$ cat src/rtl/agu_conv_gen.sv
// Convolution address generator: latches a job on start_conv, then walks index slots x trips,
// emitting one buffer-read descriptor per accepted beat and pulsing done when the walk completes.
module agu_conv_gen #(
  parameter int ADDR_W = 12,
  parameter int IDX_W  = 8
) (
  input  logic              clk,
  input  logic              rst,
  input  logic              start_conv,
  input  logic [IDX_W-1:0]  conf_idx_cnt,
  input  logic [7:0]        conf_trip_cnt,
  input  logic              conf_is_new,
  input  logic              conf_pad_l,
  input  logic [5:0]        conf_lim_r,
  input  logic [5:0]        conf_row_cnt,
  output logic              out_valid,
  input  logic              out_ready,
  output logic [IDX_W-1:0]  out_idx,
  output logic [ADDR_W-1:0] out_addr,
  output logic              out_half,
  output logic              out_pad_l,
  output logic              out_pad_r,
  output logic              out_acc_clr,
  output logic              out_last,
  output logic              busy,
  output logic              done
);

  localparam logic [1:0] ST_IDLE = 2'd0;
  localparam logic [1:0] ST_RUN  = 2'd1;
  localparam logic [1:0] ST_DONE = 2'd2;
  localparam logic [IDX_W-1:0] IDX_ONE = {{(IDX_W-1){1'b0}}, 1'b1};

  logic [1:0]        state_r;
  logic [IDX_W-1:0]  idx_r;
  logic [IDX_W-1:0]  cfg_idx_cnt_r;
  logic [7:0]        trip_r;
  logic [7:0]        cfg_trip_cnt_r;
  logic [ADDR_W-1:0] row_base_r;
  logic              cfg_is_new_r;
  logic              cfg_pad_l_r;
  logic [5:0]        cfg_lim_r;
  logic [5:0]        cfg_row_cnt_r;

  logic run_s;
  logic trip_end_s;
  logic idx_end_s;
  logic zero_job_s;

  assign run_s      = (state_r == ST_RUN);
  assign trip_end_s = (trip_r == (cfg_trip_cnt_r - 8'd1));
  assign idx_end_s  = (idx_r == (cfg_idx_cnt_r - IDX_ONE));
  assign zero_job_s = (conf_idx_cnt == {IDX_W{1'b0}}) | (conf_trip_cnt == 8'd0);

  // Job sequencing: config capture, index/trip walk and state transitions
  always_ff @(posedge clk or posedge rst) begin
    if (rst) begin
      state_r        <= ST_IDLE;
      idx_r          <= {IDX_W{1'b0}};
      trip_r         <= 8'd0;
      row_base_r     <= {ADDR_W{1'b0}};
      cfg_idx_cnt_r  <= {IDX_W{1'b0}};
      cfg_trip_cnt_r <= 8'd0;
      cfg_is_new_r   <= 1'b0;
      cfg_pad_l_r    <= 1'b0;
      cfg_lim_r      <= 6'd0;
      cfg_row_cnt_r  <= 6'd0;
    end else begin
      case (state_r)
        ST_IDLE: begin
          if (start_conv) begin
            cfg_idx_cnt_r  <= conf_idx_cnt;
            cfg_trip_cnt_r <= conf_trip_cnt;
            cfg_is_new_r   <= conf_is_new;
            cfg_pad_l_r    <= conf_pad_l;
            cfg_lim_r      <= conf_lim_r;
            cfg_row_cnt_r  <= conf_row_cnt;
            idx_r          <= {IDX_W{1'b0}};
            trip_r         <= 8'd0;
            row_base_r     <= {ADDR_W{1'b0}};
            state_r        <= zero_job_s ? ST_DONE : ST_RUN;
          end
        end
        ST_RUN: begin
          if (out_ready) begin
            if (trip_end_s) begin
              trip_r     <= 8'd0;
              idx_r      <= idx_r + IDX_ONE;
              row_base_r <= row_base_r + {{(ADDR_W-6){1'b0}}, cfg_row_cnt_r};
              if (idx_end_s) begin
                state_r <= ST_DONE;
              end
            end else begin
              trip_r <= trip_r + 8'd1;
            end
          end
        end
        ST_DONE: state_r <= ST_IDLE;
        default: state_r <= ST_IDLE;
      endcase
    end
  end

  assign busy = (state_r != ST_IDLE);
  assign done = (state_r == ST_DONE);

  // Descriptor decode from registered walk state; fields are held at zero outside RUN
  always_comb begin
    out_valid   = 1'b0;
    out_idx     = {IDX_W{1'b0}};
    out_addr    = {ADDR_W{1'b0}};
    out_half    = 1'b0;
    out_pad_l   = 1'b0;
    out_pad_r   = 1'b0;
    out_acc_clr = 1'b0;
    out_last    = 1'b0;
    if (run_s) begin
      out_valid   = 1'b1;
      out_idx     = idx_r;
      out_addr    = row_base_r + {{(ADDR_W-7){1'b0}}, trip_r[7:1]};
      out_half    = trip_r[0];
      out_pad_l   = cfg_pad_l_r & (trip_r == 8'd0);
      out_pad_r   = (trip_r >= {2'b00, cfg_lim_r});
      out_acc_clr = cfg_is_new_r & (idx_r == {IDX_W{1'b0}});
      out_last    = idx_end_s & trip_end_s;
    end else begin
      out_valid = 1'b0;
    end
  end

endmodule

$ cat config.mk
export PLATFORM = sky130hd
export DESIGN_NAME = agu_conv_gen
export DESIGN_NICKNAME = d
export VERILOG_FILES = /design/src/rtl/agu_conv_gen.sv
export SDC_FILE = /design/constraint.sdc
export NUM_CORES = 1
export LEC_CHECK = 0
export BUFFER_PORTS_ARGS = -buffer_cell sky130_fd_sc_hd__buf_2
export CORE_ASPECT_RATIO = 1.1
export CORE_MARGIN = 5
export CORE_UTILIZATION = 40
export CTS_CLUSTER_SIZE = 40
export DETAILED_ROUTE_END_ITERATION = 6
export GPL_TIMING_DRIVEN = 0
export PLACE_DENSITY = 0.65
export SETUP_SLACK_MARGIN = 0.15
export SLEW_MARGIN = 0
export SYNTH_ARGS = -nofsm -noshare
export SYNTH_HDL_FRONTEND = slang
export SYNTH_SLANG_ARGS = --single-unit
$ cat constraint.sdc
create_clock -name clk -period 3.7 [get_ports clk]
set_input_delay 0 -clock clk [delete_from_list [all_inputs] [get_ports clk]]
set_output_delay 0 -clock clk [all_outputs]
set_load 0.005 [all_outputs]
==> metrics.md, run 1 <==
| Metric | Value |
|---|---|
| Pin count of the biggest net entering global routing | 39 |
| CP Buf/Inv Count | 3 |
| Die area | 12250 um2 |
| Average footprint of a synthesized cell | 8.305 um2 |
| DRC viols | 0 |
| Max-slew headroom | 40.67% |
| Top cell type's share of synthesized area | approximately 37% |
| Clk Latency, worst-skew pair | 0.35 ns |
| Setup TNS | 0 ns |
| Leakage power | between 2 and 2.5 nW |
| Worst path top cell family by delay | compound AO/OA/AOI/OAI gates |
| Largest stage delay, worst path | 0.77 ns |
| Num CTS Buffers | 9 |
| Post-synth EDFFs | 0 |
| Distinct cells, synth | 53 |
| Cell Count, Final, Fillers Out | 718 |
| Internal Power | 0.001516 W |
| Clock root cell | clkbuf_8 |
| Dpl cells | 670 |
| Final WL | 11140 um |
| Ant. Diodes | 0 |
| Vias in the first global route | approximately 3900 |
| CP Launch Type | register |
| Worst hold path type | in2reg |
| Crit path max-delay cell type | a2111oi_0 |
| Worst clock skew | 0.006274 ns |
| Synthesis Warnings | 0 |
| Layout cell share with drive strength beyond 1 | 14.88% |
| Largest cells by area after synthesis | dfrtp_1 (37%), nand2_1 (8.9%), ha_1 (7.7%) |
| Fillers | between 900 and 1000 |
| Min Clock Period, post-route | 3.295 ns |
| Max Buffers Root-to-Sink | 2 |
| Initial DRT Pass Iterations | 4 |
| Outcome | completed |
| Width of the die | approximately 110 um |
| Top FF cell, synth | dfrtp_1 |
| GRT Total Usage | roughly a fifth |
| Post-DR wirelength/cell | about 16 um |
| Via count | 3822 |
| Sequential-to-total area share from yosys stat | 37.05% |
| Min-delay src | out_ready |
| Row count | 38 |
| Clock Sinks | 60 |
| Finished Cell Area | roughly 5000 um2 |
| CTS clk-pin slew, worst paths | 0.07 ns |
| Final Max Tran Viols | 0 |
| Mapped cell area | 4053 um2 |
| Final Cycle Share | 89.05% |
| Nature of the critical path endpoint | register |
| Crit path cell chain | inv_1 -> ha_1 -> clkbuf_1 -> nor2_1 -> and4_1 -> a2111oi_0 -> a2111oi_4 -> nor2_1 -> buf_4 -> nor2_1 -> o21ai_0 |
| CTS tree | yes |
| Fmax | 303.5 MHz |
| First-pass GRT wire length | approximately 19000 um |
| Layout area overhead | 24.39% |
| RSZ-0062 raised after global routing | false |
| Final setup violating endpoints | 0 |
| Mapped Cells | 488 |
| First DRT Iteration DRCs | 177 |
| Vias per cell | 5.323 |
| #FFs+latches synth | 60 |
| Die Span Y | 115.6 um |
| Core area | 9889 um2 |
| Gr ovfl total | 0 |
| FFs w/ async S/R, synth | between 90% and 100% |
| Portion of total power attributed to the clock network | a little under a quarter |
| Worst Path Required | 3.98 ns |
| Post-detail-place hpwl | 8159 um |
| Routability cong. | about 0.86 |
| Initial antenna violation count | 0 |
| Worst R2R Start | cfg_trip_cnt_r[0] |
| ANT nets after route | 0 |
| Cell taking the most area after synthesis | dfrtp_1 |
| Cts repair resizes | 0 |
| Net Sw Frac | ~37% |
| Max H-tree Level | 3 |
| Final hold violations | 0 |
| WHS | 0.02234 ns |
| Register area | 1501 um2 |
| Starting Density | 40.98% |
| Logic pwr share | roughly two fifths |
| CP Launch Point | cfg_trip_cnt_r[0] |
| Multi-input gate area | 2352 um2 |
| Slew @ Worst Pin | roughly 0.87 ns |
| Syn_nets | 549 |
| Sw power | approximately 0.0009 W |
| Critical Path Fanout Max | 10 |
| IO Pins | 62 |
| Crit-path most repeated cell | nor2_1 |
| Maxcap violations | 0 |
| Pwr/cell area | about 480 nW/um2 |
| Area after DPL | 4528 um2 |
| Final nets | 655 |
| # port buffers | 61 |
| Kind of critical path | reg2reg |
| CP arrival | 3.57 ns |
| Max VDD drop | 170.8 uV |
| Sequential share of power | between 30% and 40% |
==> power by group through the flow <==
stage / sequential (W) / clock (W) / combinational [W]
3_3_place_gp: 0.000901 / 0 / 0.000895
3_5_place_dp: 0.000904 / 0 / 0.000929
5_1_grt: 0.000911 / 0.000611 / 0.00110
4_1_cts: 0.000891 / 0.000587 / 0.000960
6_report: 0.000894 / 0.000571 / 0.000950
2_1_floorplan: 0.000860 / 0 / 0.000659
==> stage by stage <==
stage          setup WS, ns  total power, W  utilization [%]
2_1_floorplan        0.9214        0.001519                -
5_1_grt              0.1627        0.002621            50.97
6_report             0.4052        0.002415            50.97
3_3_place_gp         0.3754        0.001796            45.58
3_5_place_dp         0.2794        0.001832            45.79
4_1_cts              0.2479        0.002437            50.82
==> flip-flops by register name, indices dropped and copies added, names as in the netlist <==
| register | count |
|---|---|
| cfg_row_cnt_r | 6 |
| state_r | 2 |
| cfg_idx_cnt_r | 8 |
| cfg_lim_r | 6 |
| cfg_trip_cnt_r | 8 |
| idx_r | 8 |
| trip_r | 8 |
| row_base_r | 12 |
| cfg_is_new_r | 1 |
| cfg_pad_l_r | 1 |
==> metal layers <==
metal  global-route usage [%]  share of wire (%)
met3                    4.067                4.0
met4                    7.168                2.5
met1                    23.65                 45
met2                    33.97                 49
met5                        0                  0
==> what timing repair did <==
action / CTS / global route
setup endpoints to repair: 0 / 13
buffers inserted: 0 / 2
hold buffers: 31 / 0
endpoints found under the hold margin: 52 / 0
==> worst paths after layout <==
| kind | slack (ns) | cells past startpoint | end |
|---|---|---|---|
| worst min-delay path | 0.02 | 3 | state_r[0] |
| min in group asynchronous | 0.26 | 3 | cfg_idx_cnt_r[6] |
| worst max register to register | 0.41 | 11 | idx_r[1] |
| max in group asynchronous | 2.85 | 4 | cfg_trip_cnt_r[1] |
| worst max-delay path | 0.41 | 11 | idx_r[1] |
| worst min register to register | 0.48 | 2 | cfg_row_cnt_r[3] |
==> layout make-up <==
class,count,share of cell area (%)
buffer,23,1.862
clock buffer,14,3.624
clock inverter,1,0.09928
inverter,28,2.085
multi-input combinational,377,46.66
sequential,60,29.78
tap,120,2.978
timing repair buffer,95,12.91
==> synth_stat cells, types with 2 or more instances <==
library cell,instances
nand2_1,96
nand3b_1,3
xor2_1,9
o31ai_1,4
a2111oi_0,3
inv_1,28
a211oi_1,4
a21boi_0,6
nor4bb_1,2
and3_1,3
and4_1,3
nor2_1,36
o41ai_1,4
o211ai_1,2
buf_4,2
and2_1,8
a21oi_1,18
nand3_1,14
nor3_1,13
or2_2,3
ha_1,25
buf_1,3
fa_1,2
mux2i_1,2
a31oi_1,2
or4_1,3
o21bai_1,2
nor4_1,10
nand4_1,7
a21o_1,4
xnor2_1,23
o21ai_0,35
or3_1,2
dfrtp_1,60
nand2b_1,5
nor2b_1,8
clkbuf_1,18
==> tightest hold or removal path, delay by kind of cell <==
kind            cells  cell delay [ns]
buf+inv             1             0.12
simple gates        1             0.11
compound gates      1             0.11
==> placed cells by master (no fill, tap or decap), types with 8 or more instances in the layout <==
cell           instances
inv_1                 27
dlygate4sd3_1         31
xor2_1                 9
and2_1                 8
nand2_1               96
nor2b_1                8
nor3_1                13
nor4_1                10
dfrtp_1               60
xnor2_1               23
o21ai_0               35
ha_1                  25
nand3_1               14
buf_2                 61
nor2_1                36
a21oi_1               18
clkbuf_8              13
clkbuf_1              19
==> cells by family (layout without fill, tap and decap cells) <==
family	Yosys count	in the layout	share of synthesized area (%)
AO/OA/AOI/OAI	95	95	15.50
multiplexers	2	2	0.4940
adder cells (fa/ha/maj)	27	27	8.706
XOR/XNOR	32	32	6.916
flip-flops	60	60	37.05
AND/OR/NAND/NOR	221	221	26.43
buffers and inverters	51	161	4.909
Power figures use the tool's default switching activity.
==> run 2: changes to the inputs <==
Settings changed: ABC_AREA set to 1, CAP_MARGIN set to 15, PLACE_DENSITY 0.65 to 0.64.
==> metrics.md, run 2 <==
| Metric | Value |
|---|---|
| Syn_nets | 661 (+20%) |
| Sequential-to-total area share from yosys stat | 34.08% (-3.0 points) |
| Final Max Tran Viols | 0 (unchanged) |
| Initial DRT Pass Iterations | 4 (unchanged) |
| Cts repair resizes | 0 (unchanged) |
| Critical Path Fanout Max | 6 (-4) |
| Worst Path Required | 3.70 ns (-0.28 ns) |
| Commonest non-fill, non-tap cell in the layout | nand2_1 |
| Clk Latency, worst-skew pair | 0.33 ns (-0.02 ns) |
| Gr ovfl total | 0 (unchanged) |
| Clock Sinks | 60 (unchanged) |
| Final Cycle Share | 69.26% (-20 points) |
| FFs w/ async S/R, synth | 100.0% (unchanged) |
| RSZ-0062 raised after global routing | false |
| #FFs+latches synth | 60 (unchanged) |
| Fmax | 390.2 MHz (+29%) |
| Top cell type's share of synthesized area | 34.08% (-3.0 points) |
| Vias per cell | 5.007 (-5.9%) |
| Max Buffers Root-to-Sink | 2 (unchanged) |
| Num CTS Buffers | 9 (unchanged) |
| Post-detail-place hpwl | 8953 um (+9.7%) |
| CTS clk-pin slew, worst paths | 0.06 ns (about the same) |
| Slew @ Worst Pin | 0.6658 ns (-0.2017 ns) |
| Post-DR wirelength/cell | 14.10 um (-9.1%) |
| Min Clock Period, post-route | 2.563 ns (-0.7320 ns) |
| CP Launch Type | register |
| Hold path depth | 5 (+2) |
| DRC viols | 0 (unchanged) |
| Core area | 10860 um2 (+9.8%) |
| Distinct cells, synth | 37 (-30%) |
| Top reg by flops | row_base_r |
| Area after DPL | 4915 um2 (+8.5%) |
| Top FF cell, synth | dfrtp_1 |
| Synthesis Warnings | 0 (unchanged) |
| Place WS | 1.507 ns (+1.227 ns) |
| Most frequent cells after synthesis | nand2_1 (131), inv_1 (73), nor2_1 (66) |
| Pwr Total | 0.004306 W (+78%) |
| Average footprint of a synthesized cell | 7.342 um2 (-12%) |
| Row count | 40 (+5.3%) |
| First DRT Iteration DRCs | 179 (+1.1%) |
| # port buffers | 61 (unchanged) |
| Starting Density | 40.56% (-0.41 points) |
| Mapped cell area | 4405 um2 (+8.7%) |
| Post-synth EDFFs | 0 (unchanged) |
| Most common cell in the netlist | nand2_1 |
| Pin count of the biggest net entering global routing | 39 (unchanged) |
| Layout cell share with drive strength beyond 1 | 20.45% (+5.6 points) |
| Worst hold path type | in2reg |
| CTS tree | yes |
| Maxcap violations | 0 (unchanged) |
| Worst clock skew | 0.006934 ns (+0.0006599 ns) |
| Final hold violations | 0 (unchanged) |
| Most frequent cells in the layout | nand2_1 (131), inv_1 (72), nor2_1 (66) |
| Ant. Diodes | 0 (unchanged) |
| IO Pins | 62 (unchanged) |
| Max VDD drop | 329.0 uV (+93%) |
| Setup TNS | 0 ns (unchanged) |
| Finished Cell Area | 5595 um2 (+11%) |
| Initial antenna violation count | 0 (unchanged) |
| Path depth of the worst reg2reg path | 9 (-2) |
| Layout area overhead | 27.01% |
| ANT nets after route | 0 (unchanged) |
| Via count | 4286 (+12%) |
| GRT Total Usage | 19.56% (+0.18 points) |
| Outcome | completed |
| Max-slew headroom | 55.14% (+14 points) |
| Final WL | 12070 um (+8.3%) |
| Routability cong. | 0.9319 (+8.1%) |
| First-pass GRT wire length | 20490 um (+9.3%) |
| Largest cells by area after synthesis | dfrtp_1 (34%), nand2_1 (11%), ha_1 (7.1%) |
| Pwr/cell area | 769.5 nW/um2 (+61%) |
| Die area | 13210 um2 (+7.9%) |
| Final nets | 765 (+17%) |
| Mapped Cells | 600 (+23%) |
| Largest register FFs | 12 (unchanged) |
| CP arrival | 2.56 ns (-1.01 ns) |
| Cell taking the most area after synthesis | dfrtp_1 |
| Final setup margin | 1.137 ns (+0.7320 ns) |
| Leakage power | 2.796 nW (+19%) |
| Die Span Y | 120.1 um (+3.9%) |
| Nature of the critical path endpoint | primary output |
| Max H-tree Level | 3 (unchanged) |
| Vias in the first global route | 4373 (+13%) |
| Kind of critical path | reg2out |
| Final setup violating endpoints | 0 (unchanged) |
| Clock root cell | clkbuf_16 |
| Width of the die | 110.1 um (+3.9%) |
-- run 2: cell types whose count changed after synthesis, sizes merged, moves of 8 or more --
cell	previous run	this run
nor4	11	2
clkbuf	18	9
xor2	9	17
nand2	96	146
and2	8	0
inv	28	80
o21ai	36	60
nor2b	8	0
a21oi	18	28
xnor2	23	8
mux2	0	10
nand3	14	33
nor2	36	68
-- run 2: worst paths after layout --
| path | end | slack [ns] | start |
|---|---|---|---|
| max reg2reg | row_base_r[8] | 1.49 | row_base_r[0] |
| max | out_addr[10] | 1.14 | trip_r[1] |
| min reg2reg | row_base_r[11] | 0.51 | row_base_r[11] |
| min in group asynchronous | cfg_idx_cnt_r[1] | 0.25 | rst |
| max in group asynchronous | cfg_row_cnt_r[2] | 2.86 | rst |
| min | state_r[0] | 0.09 | out_ready |
-- run 2: routing by layer --
metal	vias up	wire length [um]	GRT usage, %
li1	2149	-	-
met3	20	587	2.582
met5	-	0	0
met4	0	237	7.015
met1	2019	5141	23.58
met2	98	6106	34.90
-- run 2: final cells by class --
type | instances | area (um2)
fillers | 1040 | 5265
multi-input cells | 444 | 2507
flip-flops and latches | 60 | 1501
repair buffers | 93 | 635.6
inverters | 80 | 300.3
clock buffers | 13 | 280.3
well taps | 147 | 183.9
plain buffers | 16 | 96.34
clock inverters | 3 | 90.09
-- run 2: cells by family (layout without fill, tap and decap cells) --
logic type / Yosys count / after routing / synth area share [%]
muxes: 10 / 10 / 2.556
DFF: 60 / 60 / 34.08
xor gates and xnor gates: 25 / 25 / 4.970
adders and majority gates: 27 / 27 / 8.009
buffers and inverters: 96 / 205 / 9.003
AOI/OAI and AO/OA: 96 / 96 / 12.67
and+or+nand+nor: 286 / 286 / 28.71
-- run 2: through the flow --
stage | util, % | hold slack (ns) | instances
floorplan | - | 0.1506 | 600
global placement | 45.07 | 0.2315 | 808
detailed placement | 45.25 | 0.05861 | 809
CTS | 51.52 | 0.08444 | 856
global route | 51.52 | 0.1354 | 856
finish | 51.52 | 0.09389 | 856
-- run 2: timing repair --
action | CTS | global route
setup buffers | 0 | 0
endpoints found under the hold margin | 52 | 0
hold buffers | 31 | 0
-- run 2: worst max-delay path, cell delays in order, from the launching register on --
cell	delay (ns)
dfrtp_1	0.49
ha_1	0.23
inv_1	0.06
fa_1	0.39
nand3b_1	0.17
nand2_1	0.14
nand4_1	0.10
o211ai_1	0.21
nand3_1	0.11
o21ai_0	0.17
nor2_1	0.05
buf_2	0.12
-- run 2: power by group --
part	switching (W)	internal, W
Clock	0.000307	0.000732
Sequential	0.000219	0.000882
Combinational	0.00136	0.000810
==> run 3: changes to the inputs <==
Settings changed: ABC_AREA 1 to 0, PLACE_DENSITY 0.64 to 0.65.
Clock period 3.7 ns to 2.54 ns, I/O delays scaled along.
==> metrics.md, run 3 (synthesized netlist as in run 1, its figures left out) <==
| Metric | Value |
|---|---|
| CP Launch Type | register |
| Leakage power | 2.717 nW (-2.8%) |
| CTS tree | yes |
| Final setup violating endpoints | 29 (+29) |
| Die Span Y | 115.6 um (-3.7%) |
| Clock root cell | clkbuf_8 |
| Gr ovfl total | 0 (unchanged) |
| Via count | 4194 (-2.1%) |
| Post-detail-place hpwl | 8169 um (-8.8%) |
| First DRT Iteration DRCs | 183 (+2.2%) |
| Final Max Tran Viols | 0 (unchanged) |
| Multi-input gate area | 2708 um2 (+8.0%) |
| Core Util, Final | 59.22% (+7.7 points) |
| Slew @ Worst Pin | 0.8188 ns (+0.1529 ns) |
| Width of the die | 106.0 um (-3.7%) |
| Max H-tree Level | 3 (unchanged) |
| Final nets | 700 (-8.5%) |
| Row count | 38 (-5.0%) |
| Nature of the critical path endpoint | register |
| Final Cycle Share | 110.5% |
| IO Pins | 62 (unchanged) |
| WHS | 0.006103 ns (-0.08779 ns) |
| Outcome | complete, but fails checks |
| Post-DR wirelength/cell | 16.52 um (+17%) |
| Vias in the first global route | 4111 (-6.0%) |
| ANT nets after route | 0 (unchanged) |
| Worst Path Required | 2.82 ns (-0.88 ns) |
| Fmax | 356.3 MHz |
| Final setup margin | -0.2669 ns (-1.404 ns) |
| Clk Latency, worst-skew pair | 0.35 ns (+0.02 ns) |
| Clock Sinks | 60 (unchanged) |
| Critical Path Fanout Max | 7 (+1) |
| Die area | 12250 um2 (-7.3%) |
| CTS clk-pin slew, worst paths | 0.08 ns (+0.02 ns) |
| Top reg by flops | row_base_r |
| Fillers | 878 (-16%) |
| Max Buffers Root-to-Sink | 2 (unchanged) |
| Layout area overhead | 44.52% |
| Place WS | -0.5557 ns (-2.062 ns) |
| Commonest non-fill, non-tap cell in the layout | nand2_1 |
| Largest register FFs | 12 (unchanged) |
| Cell Count, Final, Fillers Out | 764 (-11%) |
| Pwr/cell area | 712.9 nW/um2 (-7.4%) |
| Final hold violations | 0 (unchanged) |
| Maxcap violations | 0 (unchanged) |
| Dpl cells | 670 (-17%) |
| Final WL | 12620 um (+4.5%) |
| Worst clock skew | 0.01133 ns (+0.004399 ns) |
| Initial DRT Pass Iterations | 7 (+3) |
| Min Clock Period, post-route | 2.807 ns |
| Ant. Diodes | 0 (unchanged) |
| Initial antenna violation count | 0 (unchanged) |
| Max VDD drop | 401.5 uV (+22%) |
| Kind of critical path | reg2reg |
| # port buffers | 61 (unchanged) |
| Setup TNS | -3.209 ns (-3.209 ns) |
| Register area | 1509 um2 (+0.50%) |
| Worst hold path type | in2reg |
| Layout cell share with drive strength beyond 1 | 31.83% (+11 points) |
| CP arrival | 3.08 ns (+0.52 ns) |
| Starting Density | 40.98% (+0.41 points) |
| Most frequent cells in the layout | nand2_1 (93), buf_2 (62), dfrtp_1 (54) |
| Routability cong. | 0.8923 (-4.2%) |
| Core area | 9889 um2 (-8.9%) |
| First-pass GRT wire length | 20140 um (-1.7%) |
| RSZ-0062 raised after global routing | true |
| Max-slew headroom | 44.84% (-10 points) |
| Pin count of the biggest net entering global routing | 40 (+2.6%) |
| DRC viols | 2 (+2) |
| GRT Total Usage | 20.88% (+1.3 points) |
| Num CTS Buffers | 9 (unchanged) |
| Failing checks | design-rule violations, negative setup slack |
| Vias per cell | 5.490 (+9.6%) |
run 3: cell count changes in the layout (fill, tap and decap cells not counted), moves of 11 or more:
cell | previous run | this run
inv_1 | 72 | 23
nand2_1 | 131 | 93
nor2_1 | 66 | 31
buf_4 | 1 | 30
nand3_1 | 32 | 13
o21ai_0 | 42 | 23
buf_6 | 4 | 20
a21oi_1 | 28 | 13
xnor2_1 | 8 | 21
nand2_2 | 13 | 2
run 3: timing repair:
item / in CTS / in global routing
endpoints found under the hold margin: 51 / 0
gates cloned: 1 / 0
setup endpoints to repair: 53 / 72
pin swaps: 34 / 29
resized for setup: 62 / 67
hold buffers: 31 / 0
setup buffers: 33 / 14
run 3: final cells by class:
class	instances	area share [%]
well taps	120	2.564
clock inverters	1	0.08545
multi-input cells	377	46.23
clock buffers	15	3.012
plain buffers	22	2.286
flip-flops and latches	60	25.76
repair buffers	141	18.22
inverters	28	1.837
run 3: path summary, 6_finish.rpt:
| check | startpoint | to | slack (ns) | cells past startpoint |
|---|---|---|---|---|
| worst max-delay path | cfg_trip_cnt_r[1] | row_base_r[11] | -0.27 | 12 |
| worst min-delay path | out_ready | state_r[0] | 0.006 | 3 |
| worst max register to register | cfg_trip_cnt_r[1] | row_base_r[11] | -0.27 | 12 |
| worst min register to register | cfg_is_new_r | cfg_is_new_r | 0.47 | 2 |
| max in group asynchronous | rst | trip_r[3] | 1.69 | 4 |
| min in group asynchronous | rst | cfg_trip_cnt_r[1] | 0.24 | 3 |
run 3: layer usage:
layer	wire [um]	share of wire [%]	GRT usage [%]	up-vias
met4	285	2.3	8.636	0
met2	6411	51	36.44	124
li1	-	-	-	1990
met1	5236	41	25.42	2055
met5	0	0	0	-
met3	685	5.4	4.123	25
run 3: through the flow:
| step | cell area (um2) | power, W |
|---|---|---|
| 3_3_place_gp | 4574 | 0.002634 |
| 2_1_floorplan | 4119 | 0.002232 |
| 3_5_place_dp | 4594 | 0.002676 |
| 6_report | 5857 | 0.004175 |
| 5_1_grt | 5857 | 0.004457 |
| 4_1_cts | 5534 | 0.003865 |
run 3: critical path, stage by stage (launching register included):
cell and delay, ns:
dfrtp_1 0.41, inv_2 0.07, ha_4 0.16, buf_8 0.12, buf_4 0.14, xor2_1 0.16, o21ai_0 0.19, o22ai_1 0.16
a2111oi_4 0.34, buf_6 0.18, o21ai_4 0.09, or4_4 0.55, a21oi_2 0.17
run 3: report_power, final:
group | leakage [nW] | switching (W) | internal [W]
registers | 0.739 | 0.000203 | 0.00111
logic | 1.88 | 0.000985 | 0.00104
clock network | 0.0937 | 0.000401 | 0.000435
